**src/rtl/river_pkg.sv**
```systemverilog
// Shared fetch-predictor defaults and the return-address-stack
// checkpoint bundle carried by branch tags.
package river_pkg;

  localparam int RET_STACK_SIZE        = 16;
  localparam int RET_PRED_POINTER_SIZE = $clog2(RET_STACK_SIZE);
  localparam int RET_PRED_COUNT_SIZE   = $clog2(RET_STACK_SIZE + 1);
  localparam int RET_ADDR_SIZE         = 32;

  typedef struct packed {
    logic [RET_PRED_POINTER_SIZE-1:0] ptr;
    logic [RET_PRED_COUNT_SIZE-1:0]   cnt;
    logic [RET_ADDR_SIZE-1:0]         top;
  } ras_ckpt_t;

endpackage

```
**src/rtl/ras_storage.sv**
```systemverilog
// Return-stack entry array: one synchronous write port and one
// asynchronous read port; contents are never reset.
module ras_storage #(
  parameter int DEPTH  = 16,
  parameter int ADDR_W = 32,
  localparam int PTR_W = $clog2(DEPTH)
) (
  input  logic              clk,
  input  logic              we,
  input  logic [PTR_W-1:0]  waddr,
  input  logic [ADDR_W-1:0] wdata,
  input  logic [PTR_W-1:0]  raddr,
  output logic [ADDR_W-1:0] rdata
);

  logic [ADDR_W-1:0] mem [DEPTH];

  always_ff @(posedge clk) begin
    if (we) begin
      mem[waddr] <= wdata;
    end
  end

  assign rdata = mem[raddr];

endmodule

```
**src/rtl/ret_addr_stack.sv**
```systemverilog
// Circular return-address stack with checkpoint restore for the
// fetch-stage predictor; restore wins over push/pop.
module ret_addr_stack
  import river_pkg::*;
#(
  parameter int DEPTH  = RET_STACK_SIZE,
  parameter int ADDR_W = RET_ADDR_SIZE,
  localparam int PTR_W = $clog2(DEPTH),
  localparam int CNT_W = $clog2(DEPTH + 1)
) (
  input  logic              clk,
  input  logic              reset_n,
  input  logic              push_i,
  input  logic [ADDR_W-1:0] push_addr_i,
  input  logic              pop_i,
  output logic [ADDR_W-1:0] top_addr_o,
  output logic              top_vld_o,
  output logic [PTR_W-1:0]  ckpt_ptr_o,
  output logic [CNT_W-1:0]  ckpt_cnt_o,
  output logic [ADDR_W-1:0] ckpt_top_o,
  input  logic              restore_i,
  input  logic [PTR_W-1:0]  restore_ptr_i,
  input  logic [CNT_W-1:0]  restore_cnt_i,
  input  logic [ADDR_W-1:0] restore_top_i
);

  logic [PTR_W-1:0]  ptr, ptr_n, top_idx;
  logic [CNT_W-1:0]  cnt, cnt_n;
  logic              vld, full;
  logic              do_rst, do_swap, do_push, do_pop;
  logic              we;
  logic [PTR_W-1:0]  waddr;
  logic [ADDR_W-1:0] wdata, rdata;

  assign vld     = (cnt != '0);
  assign full    = (cnt == CNT_W'(DEPTH));
  assign top_idx = ptr - 1'b1;

  // One-hot action decode; push+pop on empty degrades to push.
  assign do_rst  = restore_i;
  assign do_swap = !restore_i && push_i && pop_i && vld;
  assign do_push = !restore_i && push_i && !(pop_i && vld);
  assign do_pop  = !restore_i && !push_i && pop_i && vld;

  always_comb begin
    ptr_n = ptr;
    cnt_n = cnt;
    we    = 1'b0;
    waddr = ptr;
    wdata = push_addr_i;
    unique case (1'b1)
      do_rst: begin
        ptr_n = restore_ptr_i;
        cnt_n = restore_cnt_i;
        we    = (restore_cnt_i != '0);
        waddr = restore_ptr_i - 1'b1;
        wdata = restore_top_i;
      end
      do_swap: begin
        we    = 1'b1;
        waddr = top_idx;
      end
      do_push: begin
        we    = 1'b1;
        ptr_n = ptr + 1'b1;
        cnt_n = full ? cnt : cnt + 1'b1;
      end
      do_pop: begin
        ptr_n = top_idx;
        cnt_n = cnt - 1'b1;
      end
      default: ;
    endcase
  end

  always_ff @(posedge clk or negedge reset_n) begin
    if (!reset_n) begin
      ptr <= '0;
      cnt <= '0;
    end else begin
      ptr <= ptr_n;
      cnt <= cnt_n;
    end
  end

  ras_storage #(
    .DEPTH  (DEPTH),
    .ADDR_W (ADDR_W)
  ) u_storage (
    .clk   (clk),
    .we    (we),
    .waddr (waddr),
    .wdata (wdata),
    .raddr (top_idx),
    .rdata (rdata)
  );

  assign top_vld_o  = vld;
  assign top_addr_o = vld ? rdata : '0;
  assign ckpt_top_o = top_addr_o;
  assign ckpt_ptr_o = ptr;
  assign ckpt_cnt_o = cnt;

endmodule

```
**config.mk**
```make
export PLATFORM = sky130hd
export DESIGN_NAME = ret_addr_stack
export DESIGN_NICKNAME = d
export VERILOG_FILES = /design/src/rtl/river_pkg.sv /design/src/rtl/ras_storage.sv /design/src/rtl/ret_addr_stack.sv
export SDC_FILE = /design/constraint.sdc
export NUM_CORES = 1
export LEC_CHECK = 0
export CAP_MARGIN = 10
export CORE_MARGIN = 2
export CORE_UTILIZATION = 50
export CTS_BUF_LIST = sky130_fd_sc_hd__clkbuf_8
export DETAILED_ROUTE_END_ITERATION = 16
export PLACE_DENSITY = 0.8
export SETUP_SLACK_MARGIN = 0.02
export SYNTH_ARGS = -nofsm -noshare
export SYNTH_HDL_FRONTEND = slang
export SYNTH_HIERARCHICAL = 1
export SYNTH_SLANG_ARGS = --single-unit
```
**constraint.sdc**
```tcl
create_clock -name clk -period 6.5 [get_ports clk]
set_input_delay 0.975 -clock clk [delete_from_list [all_inputs] [get_ports clk]]
set_output_delay 0.975 -clock clk [all_outputs]
set_load 0.01 [all_outputs]
```
==> out/summary.json, run 1 <==
{
  "status": {"value": "finished clean"},
  "syn_avg_cell_area": {"value": 20.18, "unit": "um2"},
  "cts.sink_count": {"value": 521},
  "power_switching": {"value": 2374, "unit": "uW"},
  "multi_input_comb_area": {"value": 0.005140, "unit": "mm2"},
  "clock_path_buffers": {"value": 3},
  "critPathKind": {"value": "reg2out"},
  "hold_start": {"value": "ckpt_cnt_o[2]"},
  "p_seq_frac": {"value": 0.456},
  "total_power": {"value": 8674, "unit": "uW"},
  "slew_headroom": {"value": 0.2647},
  "async_reset_ff_frac": {"value": 0.01727},
  "die_height": {"value": 209.8, "unit": "um"},
  "post_cts_resize_count": {"value": 0},
  "netlist_instances": {"value": 1049},
  "hpwlAfterDp": {"value": 26660, "unit": "um"},
  "synth_flop_type": {"value": "edfxtp_1"},
  "maxUsedRoutingLayer": {"value": "met4"},
  "share_of_the_clock_period_used_by_the_worst_path_after_layout": {"value": 0.8079},
  "timing.rr.start": {"value": "ckpt_ptr_o[0]"},
  "reg2reg_to": {"value": "u_storage/mem[2][15]"},
  "die_area": {"value": 0.04400, "unit": "mm2"},
  "rsz0062_at_grt": {"value": "no"},
  "avgRoutedWirePerCell": {"value": 25.41, "unit": "um"},
  "powerDensity": {"value": 350.4, "unit": "mW/mm2"},
  "cp-end-kind": {"value": "output pin"},
  "vias_in_the_first_global_route": {"value": 11240},
  "die_x": {"value": 209.8, "unit": "um"},
  "clock_transition_time_at_the_flip_flop_clock_pins_of_the_worst_setup_and_hold_paths": {"value": 0.07, "unit": "ns"},
  "synthesis.area": {"value": 0.02117, "unit": "mm2"},
  "critPathMaxFanout": {"value": 26},
  "timing.critical_path.arrival": {"value": 4.28, "unit": "ns"},
  "skew": {"value": 0.03977, "unit": "ns"},
  "wl_met1": {"value": 18030, "unit": "um"},
  "clk-insertion-delay-late": {"value": 0.63, "unit": "ns"},
  "syn_nets": {"value": 1134},
  "synth.largest_area_cell": {"value": "edfxtp_1"},
  "num_rows": {"value": 75},
  "postCtsHoldBufs": {"value": 0},
  "p_comb_frac": {"value": 0.252},
  "fmax": {"value": 190.4, "unit": "MHz"},
  "finalSetupViolations": {"value": 0},
  "worstHoldPathCells": {"value": 1},
  "synth-edff-count": {"value": 512},
  "drt_drc_violations_left": {"value": 0},
  "data_required_time_of_the_worst_path": {"value": 5.52, "unit": "ns"},
  "initial_antenna_violation_count": {"value": 1},
  "final.fill_count": {"value": 2933},
  "timing_worst_slew_pin_value": {"value": 1.097, "unit": "ns"},
  "gp_routability_congestion": {"value": 0.8381},
  "vdd_ir_drop_max": {"value": 0.2057, "unit": "mV"},
  "worstRegToRegCells": {"value": 8},
  "groute.usage.overall": {"value": 0.2151},
  "ctsHtreeMaxLevel": {"value": 3},
  "register_bit_count_reported_by_yosys": {"value": 521},
  "initialDrtViolationCount": {"value": 1045},
  "detail_route.vias_per_cell": {"value": 6.004},
  "internal-power": {"value": 6300, "unit": "uW"},
  "design.portCount": {"value": 152},
  "leakage": {"value": 0.008035, "unit": "uW"},
  "grt_first_pass_wirelength": {"value": 69580, "unit": "um"},
  "effective_utilization_at_floorplan": {"value": 0.5058},
  "detailroute.wirelength.met2": {"value": 23780, "unit": "um"},
  "synth.lib_cells_used.distinct": {"value": 52},
  "grt-ovfl-total": {"value": 0},
  "wirelength": {"value": 46310, "unit": "um"},
  "initial_drt_pass_iterations": {"value": 8},
  "cts-buffers-inserted": {"value": 80},
  "ys.warnings.count": {"value": 6},
  "synth_seq_area_share": {"value": 0.7369},
  "power_switching_share": {"value": 0.2737},
  "met3WireLength": {"value": 3540, "unit": "um"},
  "antennaDiodeCount": {"value": 0},
  "area_growth_syn_to_layout": {"value": 16.93, "unit": "%"},
  "final_net_count": {"value": 1307},
  "whs_endpoint": {"value": "ckpt_cnt_o[2]"},
  "route.antenna.remaining_nets": {"value": 0},
  "finalCriticalPeriod": {"value": 5.251, "unit": "ns"},
  "drive_above_1_share": {"value": 0.2531},
  "power.share.clock": {"value": 0.292},
  "cts.root.buffer_cell": {"value": "clkbuf_8"},
  "core_area": {"value": 0.04185, "unit": "mm2"},
  "drv_slew": {"value": 0},
  "yosys-top-cells-area": {"value": "edfxtp_1 (73%), mux4_2 (14%), a22oi_1 (2.3%)"},
  "route.vias.total": {"value": 10950},
  "r2r_setup_slack": {"value": 2.30, "unit": "ns"},
  "pre_cts_slack": {"value": 1.825, "unit": "ns"},
  "fin_util": {"value": 0.5915},
  "seqCellArea": {"value": 0.01560, "unit": "mm2"},
  "report.final.hold_viol_count": {"value": 0},
  "setup.worst_path.start_class": {"value": "register"},
  "max_cap_violations": {"value": 0},
  "hold_class": {"value": "reg2reg"},
  "grt_max_degree": {"value": 93},
  "fin_setup_tns": {"value": 0, "unit": "ns"},
  "synth_top_area_share": {"value": 0.7263},
  "port-buffer-count": {"value": 151},
  "cts_setup_buffers": {"value": 0},
  "finalWorstSetupSlack": {"value": 1.249, "unit": "ns"},
  "cts_tree": {"value": "built"}
}
-- worst max-delay path: stages (launching register included) --
cell and delay [ns]:
dfrtp_1 0.51, nor3_1 0.41, xor2_1 0.54, nor2b_4 1.00, a22oi_1 0.38, nand2_1 0.15, and2_1 0.14, clkdlybuf4s50_1 0.53
-- power groups by stage --
stage | clock [uW] | sequential [uW] | combinational [uW]
after detailed placement | 0 | 4020 | 2200
after global placement | 0 | 4010 | 2170
after CTS | 2580 | 3950 | 2210
after floorplan | 0 | 4000 | 1390
after global routing | 2720 | 3960 | 2330
final | 2530 | 3950 | 2190
-- registers in the layout, indices dropped and copies added (netlist names) --
name,cells
ckpt_cnt_o,5
ckpt_ptr_o,4
u_storage/mem,512
-- logic make-up (layout without fill, tap and decap cells) --
group | after synthesis | after routing | synth area share
adders and majority gates | 7 | 7 | 0.004492
DFF | 521 | 521 | 0.7369
buffers and inverters | 99 | 334 | 0.02654
muxes | 169 | 169 | 0.1576
and+or+nand+nor | 142 | 142 | 0.03523
xor gates and xnor gates | 10 | 10 | 0.004137
AOI/OAI and AO/OA | 101 | 101 | 0.03505
-- metrics by stage --
stage / cells / instance area [um2] / hold slack [ns]
finish: 1823 / 24750 / 0.6906
global route: 1823 / 24750 / 0.7183
CTS: 1823 / 24750 / 0.6753
detailed placement: 1679 / 23260 / 0.6715
global placement: 1679 / 23260 / 0.6973
floorplan: 1049 / 21170 / 0.6745
-- placed cells by master, fill, tap and decap left out, types with 6 or more instances in the layout --
| cell type | netlist | routed |
|---|---|---|
| edfxtp_1 | 512 | 512 |
| clkdlybuf4s50_1 | 0 | 150 |
| mux4_2 | 128 | 128 |
| clkbuf_8 | 0 | 82 |
| a22oi_1 | 65 | 65 |
| nand2_1 | 45 | 45 |
| mux2_2 | 35 | 35 |
| and2_1 | 33 | 33 |
| inv_1 | 8 | 26 |
| buf_4 | 43 | 26 |
| clkinv_1 | 0 | 22 |
| nor2_4 | 0 | 13 |
| clkinv_2 | 0 | 12 |
| o21ai_0 | 10 | 10 |
| dfrtp_1 | 9 | 9 |
| nor3_1 | 12 | 8 |
| nand3_1 | 7 | 7 |
| xor2_1 | 6 | 6 |
| mux2i_1 | 6 | 6 |
| a21oi_1 | 6 | 6 |
| ha_1 | 6 | 6 |
-- layer usage --
metal  GRT usage  vias up
met2      0.3633      541
met3     0.04160       72
met5           0        -
met4     0.07263        0
li1            -     4657
met1      0.2833     5675
-- final cells by class --
type / count / share of cell area
clock inverter: 62 / 0.01491
multi-input combinational: 429 / 0.2076
tap: 539 / 0.02724
inverter: 8 / 0.001617
timing repair buffer: 182 / 0.07279
clock buffer: 82 / 0.04559
sequential: 521 / 0.6302
-- worst max-delay path by stage --
stage / start / to / slack, ns
floorplan: restore_i / u_storage/mem[0][0] / 1.14
global placement: ckpt_ptr_o[0] / top_addr_o[23] / 1.85
detailed placement: push_i / u_storage/mem[15][15] / 1.82
CTS: ckpt_ptr_o[0] / top_addr_o[23] / 1.19
global route: ckpt_ptr_o[0] / top_addr_o[1] / 1.02
finish: ckpt_ptr_o[2] / top_addr_o[2] / 1.25
-- synth_stat cells (8+ instances only) --
cell type  instances
clkbuf_1          26
nor3_1            12
o21ai_0           10
inv_1              8
dfrtp_1            9
mux4_2           128
buf_1              9
buf_4             43
a22oi_1           65
edfxtp_1         512
nor2_1            17
buf_2             11
nand2_1           45
and2_1            33
mux2_2            35
Note: power is estimated with default switching activity, not from simulation.
==> inputs of run 2 (changes only) <==
--- a/config.mk
+++ b/config.mk
@@ -10,7 +10,7 @@
 export CORE_UTILIZATION = 50
 export CTS_BUF_LIST = sky130_fd_sc_hd__clkbuf_8
 export DETAILED_ROUTE_END_ITERATION = 16
-export PLACE_DENSITY = 0.8
+export PLACE_DENSITY = 0.82
 export SETUP_SLACK_MARGIN = 0.02
 export SYNTH_ARGS = -nofsm -noshare
 export SYNTH_HDL_FRONTEND = slang
==> constraint.sdc (replaced) <==
create_clock -name clk -period 4.7 [get_ports clk]
set_input_delay 0.705 -clock clk [delete_from_list [all_inputs] [get_ports clk]]
set_output_delay 0.705 -clock clk [all_outputs]
set_load 0.01 [all_outputs]
==> out/summary.json, run 2 (synthesis results as in run 1) <==
{
  "status": {"value": "finished clean"},
  "pre_cts_slack": {"value": 0.5246, "unit": "ns", "change": "-1.300 ns"},
  "drt_drc_violations_left": {"value": 0, "change": "unchanged"},
  "vias_in_the_first_global_route": {"value": 11200, "change": "-0.37%"},
  "clock_path_buffers": {"value": 3, "change": "unchanged"},
  "clock_transition_time_at_the_flip_flop_clock_pins_of_the_worst_setup_and_hold_paths": {"value": 0.07, "unit": "ns", "change": "about the same"},
  "cts.sink_count": {"value": 521, "change": "unchanged"},
  "worstRegToRegCells": {"value": 9, "change": "+1"},
  "wirelength": {"value": 45670, "unit": "um", "change": "-1.4%"},
  "layout_commonest_cell": {"value": "edfxtp_1"},
  "fmax": {"value": 220.5, "unit": "MHz"},
  "die_height": {"value": 209.8, "unit": "um", "change": "unchanged"},
  "core_area": {"value": 0.04185, "unit": "mm2", "change": "unchanged"},
  "cts_tree": {"value": "built"},
  "vdd_ir_drop_max": {"value": 0.3753, "unit": "mV", "change": "+82%"},
  "finalWorstSetupSlack": {"value": 0.1649, "unit": "ns", "change": "-1.084 ns"},
  "critical_path.n_buffers_inverters": {"value": 4, "change": "+3"},
  "area_growth_syn_to_layout": {"value": 17.70, "unit": "%"},
  "groute.usage.overall": {"value": 0.2099, "change": "-0.005233"},
  "design.portCount": {"value": 152, "change": "unchanged"},
  "drive_above_1_share": {"value": 0.2585, "change": "+0.005372"},
  "detail_route.vias_per_cell": {"value": 5.987, "change": "-0.27%"},
  "clk-insertion-delay-late": {"value": 0.61, "unit": "ns", "change": "-0.02 ns"},
  "total_power": {"value": 11930, "unit": "uW", "change": "+38%"},
  "final.fill_count": {"value": 2931, "change": "-0.068%"},
  "skew": {"value": 0.02403, "unit": "ns", "change": "-0.01574 ns"},
  "startpoint": {"value": "ckpt_ptr_o[0]"},
  "grt_first_pass_wirelength": {"value": 68230, "unit": "um", "change": "-1.9%"},
  "die_area": {"value": 0.04400, "unit": "mm2", "change": "unchanged"},
  "hold_ws": {"value": 0.4161, "unit": "ns", "change": "-0.2745 ns"},
  "crit_path_max_incr_delay": {"value": 0.59, "unit": "ns", "change": "-0.41 ns"},
  "report.final.hold_viol_count": {"value": 0, "change": "unchanged"},
  "slowest_stage": {"value": "dfrtp_1"},
  "finalCriticalPeriod": {"value": 4.535, "unit": "ns"},
  "final_net_count": {"value": 1322, "change": "+1.1%"},
  "die_x": {"value": 209.8, "unit": "um", "change": "unchanged"},
  "initialDrtViolationCount": {"value": 1070, "change": "+2.4%"},
  "finalSetupViolations": {"value": 0, "change": "unchanged"},
  "num_rows": {"value": 75, "change": "unchanged"},
  "postCtsHoldBufs": {"value": 0, "change": "unchanged"},
  "grt-ovfl-total": {"value": 0, "change": "unchanged"},
  "critPathMaxFanout": {"value": 43, "change": "+65%"},
  "final_cells": {"value": 1835, "change": "+0.66%"},
  "critPathKind": {"value": "reg2out"},
  "route.vias.total": {"value": 10990, "change": "+0.38%"},
  "gp_routability_congestion": {"value": 0.7796, "change": "-7.0%"},
  "setup.worst_path.start_class": {"value": "register"},
  "max_ffs_per_register": {"value": 512, "change": "unchanged"},
  "cts.root.buffer_cell": {"value": "clkbuf_8"},
  "antennaDiodeCount": {"value": 0, "change": "unchanged"},
  "cp-end-kind": {"value": "output pin"},
  "placedCellCount": {"value": 1686, "change": "+0.42%"},
  "timing.critical_path.arrival": {"value": 3.83, "unit": "ns", "change": "-0.45 ns"},
  "route.antenna.remaining_nets": {"value": 0, "change": "unchanged"},
  "data_required_time_of_the_worst_path": {"value": 3.99, "unit": "ns", "change": "-1.53 ns"},
  "grt_max_degree": {"value": 77, "change": "-17%"},
  "drv_slew": {"value": 0, "change": "unchanged"},
  "slew_headroom": {"value": 0.2091, "change": "-0.05560"},
  "ctsHtreeMaxLevel": {"value": 3, "change": "unchanged"},
  "effective_utilization_at_floorplan": {"value": 0.5058, "change": "unchanged"},
  "max_cap_violations": {"value": 0, "change": "unchanged"},
  "hpwlAfterDp": {"value": 26140, "unit": "um", "change": "-2.0%"},
  "initial_drt_pass_iterations": {"value": 5, "change": "-3"},
  "share_of_the_clock_period_used_by_the_worst_path_after_layout": {"value": 0.9649},
  "fin_setup_tns": {"value": 0, "unit": "ns", "change": "unchanged"},
  "cpLargestDelayFamily": {"value": "buffers and inverters"},
  "final_cell_mix": {"value": "edfxtp_1 (512), clkdlybuf4s50_1 (150), mux4_2 (128)"},
  "cts-buffers-inserted": {"value": 79, "change": "-1.3%"},
  "avgRoutedWirePerCell": {"value": 24.89, "unit": "um", "change": "-2.0%"},
  "critical_path.cell_chain": {"value": "inv_8 > ha_1 > inv_4 > buf_12 > mux4_2 > a22oi_1 > nand2_1 > and2_1 > clkdlybuf4s50_1"},
  "hold_class": {"value": "in2async"},
  "path_depth": {"value": 9, "change": "+2"},
  "timing_worst_slew_pin_value": {"value": 1.153, "unit": "ns", "change": "+0.05638 ns"},
  "timing.rr.start": {"value": "ckpt_ptr_o[0]"},
  "powerDensity": {"value": 478.9, "unit": "mW/mm2", "change": "+37%"},
  "leakage": {"value": 0.008141, "unit": "uW", "change": "+1.3%"},
  "top_register": {"value": "u_storage/mem"},
  "port-buffer-count": {"value": 151, "change": "unchanged"},
  "initial_antenna_violation_count": {"value": 2, "change": "+1"}
}
==> run 2: layer usage <==
| metal | routed length [um] | global-route usage | vias up | share of wire |
|---|---|---|---|---|
| met5 | 0 | 0 | - | 0 |
| met4 | 1554 | 0.07728 | 0 | 0.034 |
| met3 | 2957 | 0.03621 | 95 | 0.065 |
| met2 | 23710 | 0.3619 | 468 | 0.52 |
| met1 | 17440 | 0.2700 | 5729 | 0.38 |
| li1 | - | - | 4695 | - |
==> run 2: what timing repair did <==
item	CTS	global route
gates resized for setup	0	2
cloned	0	0
pin swaps	0	1
setup buffers	5	4
endpoints found under the setup margin	54	31
==> run 2: layout make-up <==
| cell class | instances | area, um2 | share of cell area |
|---|---|---|---|
| Inverter | 8 | 40.04 | 0.001607 |
| Clock inverter | 61 | 312.8 | 0.01255 |
| Sequential cell | 521 | 15600 | 0.6261 |
| Tap cell | 539 | 674.4 | 0.02707 |
| Timing Repair Buffer | 198 | 2022 | 0.08115 |
| Clock buffer | 79 | 1087 | 0.04364 |
| Multi-Input combinational cell | 429 | 5180 | 0.2079 |
==> run 2: final timing paths <==
kind / to / slack, ns
min: ckpt_cnt_o[2] / 0.42
max in group asynchronous: ckpt_ptr_o[3] / 3.97
min reg2reg: ckpt_cnt_o[2] / 0.71
min in group clk: ckpt_ptr_o[3] / 0.66
max reg2reg: u_storage/mem[3][25] / 0.50
max: ckpt_top_o[31] / 0.16
==> run 2: report_power, final <==
group	internal [uW]	switching, uW
Clock	1680	1650
Combinational	1570	1560
Sequential	5380	85.4
Total	8630	3300
==> run 2: stage by stage <==
stage                     utilization  area (um2)
after floorplan                     -       21190
after global placement         0.5590       23400
after detailed placement       0.5590       23400
after CTS                      0.5940       24860
after global routing           0.5953       24920
final                          0.5953       24920
